**src/rtl/sdr_pkg.sv**
```systemverilog
// Shared definitions for the single-ADC FM demodulation datapath.
// Phase constants are common to the sequencer and the differentiator.
package sdr_pkg;

  typedef enum logic [1:0] {
    IDLE,
    PRIME,
    RUN,
    DRAIN
  } seq_state_t;

  localparam int unsigned PHASES  = 8;
  localparam int unsigned I_PHASE = 4;
  localparam int unsigned Q_PHASE = 6;

  localparam logic [2:0] LAST_PHASE = 3'(PHASES - 1);

endpackage

```
**src/rtl/demod_sequencer_if.sv**
```systemverilog
// Valid/ready stream carrying one demodulated word per frame.
interface demod_sequencer_if #(
  parameter int unsigned DW = 10
);

  logic          demod_valid;
  logic [DW-1:0] demod_data;
  logic          demod_ready;

  modport master (
    output demod_valid,
    output demod_data,
    input  demod_ready
  );

  modport slave (
    input  demod_valid,
    input  demod_data,
    output demod_ready
  );

endinterface

```
**src/rtl/demod_out_reg.sv**
```systemverilog
// Valid/ready holding register for demodulated words.
// A capture that finds the register full and not draining is dropped and flagged.
module demod_out_reg #(
  parameter int unsigned DW = 10
) (
  input  logic                 clk,
  input  logic                 rst,
  input  logic                 capture,
  input  logic [DW-1:0]        din,
  input  logic                 clr_ovr,
  output logic                 overrun,
  demod_sequencer_if.master    out
);

  logic can_load;
  logic drop;

  always_comb begin
    can_load = !out.demod_valid || out.demod_ready;
    drop     = capture && !can_load;
  end

  always_ff @(posedge clk) begin
    if (rst) begin
      out.demod_valid <= 1'b0;
      out.demod_data  <= '0;
      overrun         <= 1'b0;
    end else begin
      if (capture && can_load) begin
        out.demod_data  <= din;
        out.demod_valid <= 1'b1;
      end else if (out.demod_valid && out.demod_ready) begin
        out.demod_valid <= 1'b0;
      end

      // A new drop takes priority over a clear in the same cycle.
      if (drop) begin
        overrun <= 1'b1;
      end else if (clr_ovr) begin
        overrun <= 1'b0;
      end
    end
  end

endmodule

```
**src/rtl/demod_sequencer.sv**
```systemverilog
// Sequencer for the FM demod differentiator: phase tagging, pipeline priming
// and one captured result per 8-sample frame.
module demod_sequencer
  import sdr_pkg::*;
#(
  parameter int unsigned DW           = 10,
  parameter int unsigned PRIME_FRAMES = 2
) (
  input  logic              clk,
  input  logic              rst,
  input  logic              start,
  input  logic              stop,
  input  logic              clr_ovr,
  input  logic              adc_valid,
  input  logic [DW-1:0]     adc_data,
  output logic              dp_en,
  output logic [DW-1:0]     dp_x,
  output logic [2:0]        dp_channel,
  input  logic [DW-1:0]     dp_out,
  demod_sequencer_if.master demod,
  output logic              busy,
  output logic              overrun
);

  localparam logic [3:0] PF = 4'(PRIME_FRAMES);

  seq_state_t state, state_nxt;
  logic [2:0] phase, phase_nxt;
  logic [3:0] prime_cnt, prime_nxt;
  logic       drain_cap, drain_cap_nxt;
  logic       accept;
  logic       frame_end;
  logic       sched;
  logic       cap_p1, cap_p2;

  always_comb begin
    accept        = adc_valid && (state != IDLE);
    frame_end     = accept && (phase == LAST_PHASE);
    state_nxt     = state;
    phase_nxt     = accept ? phase + 3'd1 : phase;
    prime_nxt     = prime_cnt;
    drain_cap_nxt = drain_cap;
    sched         = 1'b0;

    case (state)
      IDLE: begin
        if (start) begin
          state_nxt     = PRIME;
          phase_nxt     = '0;
          prime_nxt     = '0;
          drain_cap_nxt = 1'b0;
        end
      end
      PRIME: begin
        if (frame_end) begin
          prime_nxt = prime_cnt + 4'd1;
        end
        if (stop) begin
          state_nxt     = (phase == '0) ? IDLE : DRAIN;
          drain_cap_nxt = 1'b0;
        end else if (frame_end && (prime_nxt == PF)) begin
          state_nxt = RUN;
        end
      end
      RUN: begin
        sched = frame_end;
        if (stop) begin
          state_nxt     = (phase == '0) ? IDLE : DRAIN;
          drain_cap_nxt = 1'b1;
        end
      end
      DRAIN: begin
        sched = frame_end && drain_cap;
        if (frame_end) begin
          state_nxt = IDLE;
        end
      end
      default: state_nxt = IDLE;
    endcase
  end

  always_ff @(posedge clk) begin
    if (rst) begin
      state     <= IDLE;
      phase     <= '0;
      prime_cnt <= '0;
      drain_cap <= 1'b0;
    end else begin
      state     <= state_nxt;
      phase     <= phase_nxt;
      prime_cnt <= prime_nxt;
      drain_cap <= drain_cap_nxt;
    end
  end

  // Capture lands two cycles after the frame end: one for the dp_* register,
  // one for the differentiator to produce its result.
  always_ff @(posedge clk) begin
    if (rst) begin
      dp_en      <= 1'b0;
      dp_x       <= '0;
      dp_channel <= '0;
      cap_p1     <= 1'b0;
      cap_p2     <= 1'b0;
    end else begin
      dp_en  <= accept;
      cap_p1 <= sched;
      cap_p2 <= cap_p1;
      if (accept) begin
        dp_x       <= adc_data;
        dp_channel <= phase;
      end
    end
  end

  assign busy = (state != IDLE);

  demod_out_reg #(
    .DW(DW)
  ) u_out_reg (
    .clk     (clk),
    .rst     (rst),
    .capture (cap_p2),
    .din     (dp_out),
    .clr_ovr (clr_ovr),
    .overrun (overrun),
    .out     (demod)
  );

endmodule

```
**src/flat_wrapper.sv**
```systemverilog
// flat-port wrapper written by rule: the top's interface ports become plain ports
module demod_sequencer_flat import sdr_pkg::*;
#(
  parameter int unsigned DW           = 10,
  parameter int unsigned PRIME_FRAMES = 2
)
  (clk, rst, start, stop, clr_ovr, adc_valid, adc_data, dp_en, dp_x, dp_channel, dp_out, busy, overrun, demod_demod_valid, demod_demod_data, demod_demod_ready);
  demod_sequencer_if #(.DW(DW)) demod_i ();
  input  logic clk;
  input  logic rst;
  input  logic start;
  input  logic stop;
  input  logic clr_ovr;
  input  logic adc_valid;
  input  logic [DW-1:0] adc_data;
  output logic dp_en;
  output logic [DW-1:0] dp_x;
  output logic [2:0] dp_channel;
  input  logic [DW-1:0] dp_out;
  output logic busy;
  output logic overrun;
  output wire logic [$bits(demod_i.demod_valid)-1:0] demod_demod_valid;
  output wire logic [$bits(demod_i.demod_data)-1:0] demod_demod_data;
  input wire logic [$bits(demod_i.demod_ready)-1:0] demod_demod_ready;
  assign demod_demod_valid = demod_i.demod_valid;
  assign demod_demod_data = demod_i.demod_data;
  assign demod_i.demod_ready = demod_demod_ready;
  demod_sequencer #(.DW(DW), .PRIME_FRAMES(PRIME_FRAMES)) u_core (.clk(clk), .rst(rst), .start(start), .stop(stop), .clr_ovr(clr_ovr), .adc_valid(adc_valid), .adc_data(adc_data), .dp_en(dp_en), .dp_x(dp_x), .dp_channel(dp_channel), .dp_out(dp_out), .demod(demod_i), .busy(busy), .overrun(overrun));
endmodule
```
**config.mk**
```make
export PLATFORM = sky130hd
export DESIGN_NAME = demod_sequencer_flat
export DESIGN_NICKNAME = d
export VERILOG_FILES = /design/src/rtl/sdr_pkg.sv /design/src/rtl/demod_sequencer_if.sv /design/src/rtl/demod_out_reg.sv /design/src/rtl/demod_sequencer.sv /design/src/flat_wrapper.sv
export SDC_FILE = /design/constraint.sdc
export NUM_CORES = 1
export LEC_CHECK = 0
export CORE_MARGIN = 2
export CORE_UTILIZATION = 47
export CTS_BUF_LIST = sky130_fd_sc_hd__clkbuf_8
export DETAILED_ROUTE_END_ITERATION = 6
export PLACE_DENSITY = 0.81
export RECOVER_POWER = 50
export SKIP_CTS_REPAIR_TIMING = 1
export SLEW_MARGIN = 30
export SYNTH_ARGS = -nofsm -noshare
export SYNTH_HDL_FRONTEND = slang
export SYNTH_SLANG_ARGS = --single-unit
```
**constraint.sdc**
```tcl
create_clock -name clk -period 2.47 [get_ports clk]
set_clock_uncertainty 0.2 [all_clocks]
set_input_delay 0.494 -clock clk [delete_from_list [all_inputs] [get_ports clk]]
set_output_delay 0.494 -clock clk [all_outputs]
set_load 0.02 [all_outputs]
```
# --- After elaboration in Yosys (flattened, before gate mapping) ---
# Index checks and enable logic that the tools add are counted.
word_totals:
  regBits: 38
  latchBits: 0
  ram_bits: 0
  rom_bits: 0
  input_bits: 27
  output_inout_bits: 27
  elab_cells: 67
  memories: 0
op_classes:
  add_sub_neg: 2
  multipliers: 0
  div: 0
  order_cmp: 0
  eq_ne: 10
  n_shift: 0
  mux: 23
  bitwise_logic: 0
  reduce_logical: 20
ops:
  columns: ["op", "count"]
  rows:
  - ["2-bit 2-to-1 mux", 6]
  - ["4-bit 2-to-1 mux", 3]
  - ["3-bit 2-to-1 mux", 3]
  - ["2-bit case mux with 4 select lines", 1]
  - ["4-bit case mux with 2 select lines", 1]
  - ["4-bit AND reduction", 2]
  - ["2-bit nonzero test", 4]
  - ["1-bit logical AND", 7]
  - ["1-bit 2-to-1 mux", 7]
  - ["2-bit != test, second input constant", 3]
  - ["4-bit by 1-bit adder with 4-bit output, second input constant", 1]
  - ["2-bit == test, second input constant", 2]
  - ["4-bit by 2-bit == test with 1-bit output, second input constant", 1]
  - ["3-bit by 1-bit adder with 3-bit output, second input constant", 1]
  - ["3-bit == test, second input constant", 1]
  - ["3-bit logical NOT", 1]
  - ["3-bit by 2-bit != test with 1-bit output, second input constant", 1]
  - ["1-bit case mux with 3 select lines", 1]
  - ["3-bit nonzero test", 1]
  - ["2-bit by 1-bit == test with 1-bit output, second input constant", 1]
  - ["1-bit logical NOT", 2]
  - ["2-bit logical NOT", 1]
  - ["2-bit by 1-bit != test with 1-bit output, second input constant", 1]
  - ["1-bit case mux with 2 select lines", 1]
  - ["2 further kinds", 2]

# --- Depth between registers and ports, before layout ---
logic_depth:
  depth_word: 10
  mapped_depth: 6
  depth_no_buf: 6

# --- Modules after synthesis ---
# Synthesis repeated with hierarchy kept, for this count alone.
unflattened:
  cells_unflattened: 186
  area_unflattened_um2: 1706.6
modules_own_cells:
  columns: ["mod", "instances", "cells_each", "area_each_um2"]
  rows:
  - ["demod_sequencer", 1, 134, 1163.6]
  - ["demod_out_reg", 1, 52, 543.0]

# --- Worst setup path before layout ---
# OpenSTA, ideal clock, no wires.
synth_path:
  path_kind: "reg-to-reg"
  startpoint: "register u_core.phase[1]"
  endpoint: "register u_core.state[0]"
  arrival_ps: 1386
  required_ps: 2154
  slack_ps: 768
  path_stages_with_launch: 6
  synth_period_minus_slack_ps: 1702
  path_cell_list: "dfxtp_1 ha_1 ha_1 a311oi_1 or4_1 o211a_1"
synth_via:
  elab_chain_len: 8
  word_cells_on_any_way: 14
  classes_between: "eq/ne (4); mux (6); reduce/logical (4)"
synth_lines:
  columns: ["item", "line", "source"]
  rows:
  - ["start: declaration", "demod_sequencer.sv:28", "logic [2:0] phase, phase_nxt;"]
  - ["start signal: assignment", "demod_sequencer.sv:90", "phase <= phase_nxt;"]
  - ["3-bit == test", "demod_sequencer.sv:38", "frame_end = accept && (phase == LAST_PHASE);"]
  - ["1-bit logical AND", "demod_sequencer.sv:38", null]
  - ["4-bit 2-to-1 mux", "demod_sequencer.sv:55", "if (frame_end) begin"]
  - ["4-bit 2-to-1 mux", "demod_sequencer.sv:45", "case (state)"]
  - ["4-bit by 2-bit == test with 1-bit output", "demod_sequencer.sv:61", "end else if (frame_end && (prime_nxt == PF)) begin"]
  - ["1-bit logical AND", "demod_sequencer.sv:61", null]
  - ["3-bit by 2-bit != test with 1-bit output (no source line)", null, null]
  - ["4-bit AND reduction (no source line)", null, null]
  - ["end signal: assignment", "demod_sequencer.sv:89", "state <= state_nxt;"]
  - ["end: declaration", "demod_sequencer.sv:27", "seq_state_t state, state_nxt;"]
# Parallel ways exist; a longest one is shown, timed or not. The select of a mux whose other input is x is not followed.
# A chain may end at the register's enable or synchronous reset.

# --- Worst setup path in the final report ---
layout_path:
  startpoint: "register u_core.state[1]"
  endpoint: "output port busy"
layout_via:
  elab_chain_len: 1
layout_lines:
  columns: ["item", "line", "source"]
  rows:
  - ["2-bit nonzero test", "demod_sequencer.sv:116", "assign busy = (state != IDLE);"]
  - ["end: declaration", "flat_wrapper.sv:20", "output logic busy;"]
# Every way passes these cells.

==> impl_metrics.tcl <==
set metrics [dict create \
    die_w_um 62.6 \
    vias_per_cell 4.85 \
    grt_first_pass_wirelength_mm 6.22 \
    initial_core_util_pct 48.8 \
    report.power.total_mw 1.41 \
    postRouteWirelength_mm 3.48 \
    antenna_found_initial 0 \
    syn_area_per_cell_um2 8.88 \
    worst_pin_slew_ps 986 \
    hold_path.class "flop to flop" \
    final-setup-viol-count 0 \
    ys.flop_type "dfxtp_1" \
    clock_path_buffers 2 \
    power.density_mw_per_mm2 615 \
    yosys_warnings 0 \
    first_pass_iters 4 \
    pre_cts_ws_ps 223 \
    cp.required_ps 1780 \
    drt.antenna.violating_nets 0 \
    die_h_um 62.6 \
    fin_crit_sh_pct 96.0 \
    synth-seq-cells 38 \
    syn_nets 213 \
    htreeDepth 2 \
    num-nets-final 270 \
    finalCriticalPeriod_ps 2370 \
    drt_iter0_drc 29 \
    regToRegSetupSlack_ps 580 \
    tns_ps 0 \
    grtUsageTotal_pct 20.0 \
    critical_path_arrival_ps 1680 \
    grt_pass1_vias 1371 \
    max_cap_viol_count 0 \
    cts_made_buffers 5 \
    rsz0062_at_grt "no" \
    fp-row-count 21 \
    tritoncts "done" \
    cts-root-buf "clkbuf_8" \
    peakVddDrop_mv 0.416 \
    cp_cell_sequence "nor2_2 -> inv_1 -> clkdlybuf4s50_1" \
    post-route-util_pct 69.3 \
    yosysSeqAreaShare_pct 47.1 \
    crit_slowest_cell "clkdlybuf4s50_1" \
    worstSetupPathType "flop to output pin" \
    antenna_cells 0 \
    core-area_mm2 0.00331 \
    syn2layout_area_growth_pct 41.9 \
    num_vias 1388 \
    finalWorstSetupSlack_ps 99.2 \
    portBuffers 53 \
    synthCells 182 \
    final-max-slew-violation-count 0 \
    post-route-drc-count 0 \
    drive_gt1_share_pct 5.42 \
    synth_cell_type_count 36 \
    clkTransAtPathRegs_ps 70 \
    synth_edf_count 0 \
    synth-async-reset-ratio_pct 0 \
    overflow 0 \
    max_freq_ghz 0.422 \
    finalHoldViolations 0 \
    p_leak_nw 0.929 \
    gp_congestion 0.859 \
    hpwl_mm 2.53 \
    syn_area_mm2 0.00162 \
    critPathCaptureType "output pin" \
    start_kind "flop" \
    die-area_mm2 0.00392 \
    slowest_delay_ps 590 \
    num-fill-cells 286 \
    status "finished clean" \
    clk_latency_ps 290 \
    num_io_pins 54 \
    clock_sinks 38 \
    slew_headroom_pct 34.3 \
    grt_max_degree 23 \
    critPathMaxFanout 9 \
    wl_per_cell_um 12.2 \
]
-- final timing paths --
kind,from,to,cells past startpoint
worst min register to register,u_core.dp_x[0],u_core.dp_x[0],2
worst min-delay path,u_core.dp_x[0],u_core.dp_x[0],2
worst max-delay path,u_core.state[1],busy,3
worst max register to register,u_core.state[1],u_core.phase[1],5
-- through the flow --
| stage | hold slack (ps) | instance area, um2 | cells |
|---|---|---|---|
| finish | 254 | 2290 | 286 |
| global route | 270 | 2290 | 286 |
| CTS | 257 | 2310 | 286 |
| detailed placement | 234 | 2200 | 278 |
| global placement | 231 | 2200 | 278 |
| floorplan | 214 | 1620 | 182 |
-- layout by cell type, fill, tap and decap left out, drive strengths merged, types with 2 or more instances in the layout --
cell / count
clkdlybuf4s50: 51
dfxtp: 38
nand2: 32
nor2: 22
a21oi: 18
mux2i: 15
inv: 10
clkbuf: 9
nor2b: 4
nand2b: 4
ha: 4
o21ai: 4
a22oi: 3
xor2: 2
dlygate4sd3: 2
buf: 2
-- power by group --
group          leakage, nW  internal, mW  total, mW  switching, mW
registers            0.308         0.637      0.656         0.0191
clock network       0.0607         0.294      0.504          0.211
logic                0.560         0.122      0.250          0.129
-- critical path: cells and delay by family, from the launching register on --
family	cells	cell delay (ps)
flip-flops	1	570
buffers and inverters	2	670
AND/OR/NAND/NOR	1	150
-- cells in the mapped netlist, drive strengths merged, types with 2 or more instances --
master   n  area, um2
clkbuf   5       18.8
ha       4       50.1
nor2b    4       25.0
buf      4       31.3
a22oi    3       22.5
inv      8       30.0
nand2b   4       25.0
nand2   32        120
a21oi   18       90.1
dfxtp   38        761
o21ai    4       31.3
mux2i   15        150
xor2     2       17.5
nor2    22       82.6
-- area by class of cell --
| type | count | area (um2) | share of cell area (%) |
|---|---|---|---|
| Multi-Input combinational cell | 127 | 778 | 33.9 |
| Clock inverter | 3 | 37.5 | 1.64 |
| Tap cell | 46 | 57.6 | 2.51 |
| Sequential cell | 38 | 761 | 33.2 |
| Clock buffer | 5 | 68.8 | 3.00 |
| Inverter | 8 | 30.0 | 1.31 |
| Timing Repair Buffer | 59 | 561 | 24.4 |
-- state kept, by name (all words and copies together) (netlist names) --
name / cells
u_core.cap_p1: 1
u_core.dp_channel: 3
u_core.phase: 3
u_core.u_out_reg.overrun: 1
u_core.cap_p2: 1
u_core.dp_x: 10
u_core.state: 2
u_core.u_out_reg.out.demod_data: 10
u_core.u_out_reg.out.demod_valid: 1
u_core.prime_cnt: 4
u_core.dp_en: 1
u_core.drain_cap: 1
-- kinds of logic after synthesis --
group | Yosys count | synth area share (%)
buf+inv | 17 | 4.95
flops | 38 | 47.1
xor+xnor | 3 | 1.63
mux | 15 | 9.29
simple gates | 71 | 20.0
fa+ha+maj | 4 | 3.10
compound gates | 34 | 13.9
-- layer usage --
metal  vias up  routed length [um]  share of wire [%]  global-route usage, %
li1        721                   -                  -                      -
met1       631                1580                 45                   23.8
met2        30                1630                 47                   32.5
met5         -                   0                  0                      0
met4         0                  44                1.3                   6.67
met3         6                 225                6.5                   8.29
Power figures use the tool's default switching activity.
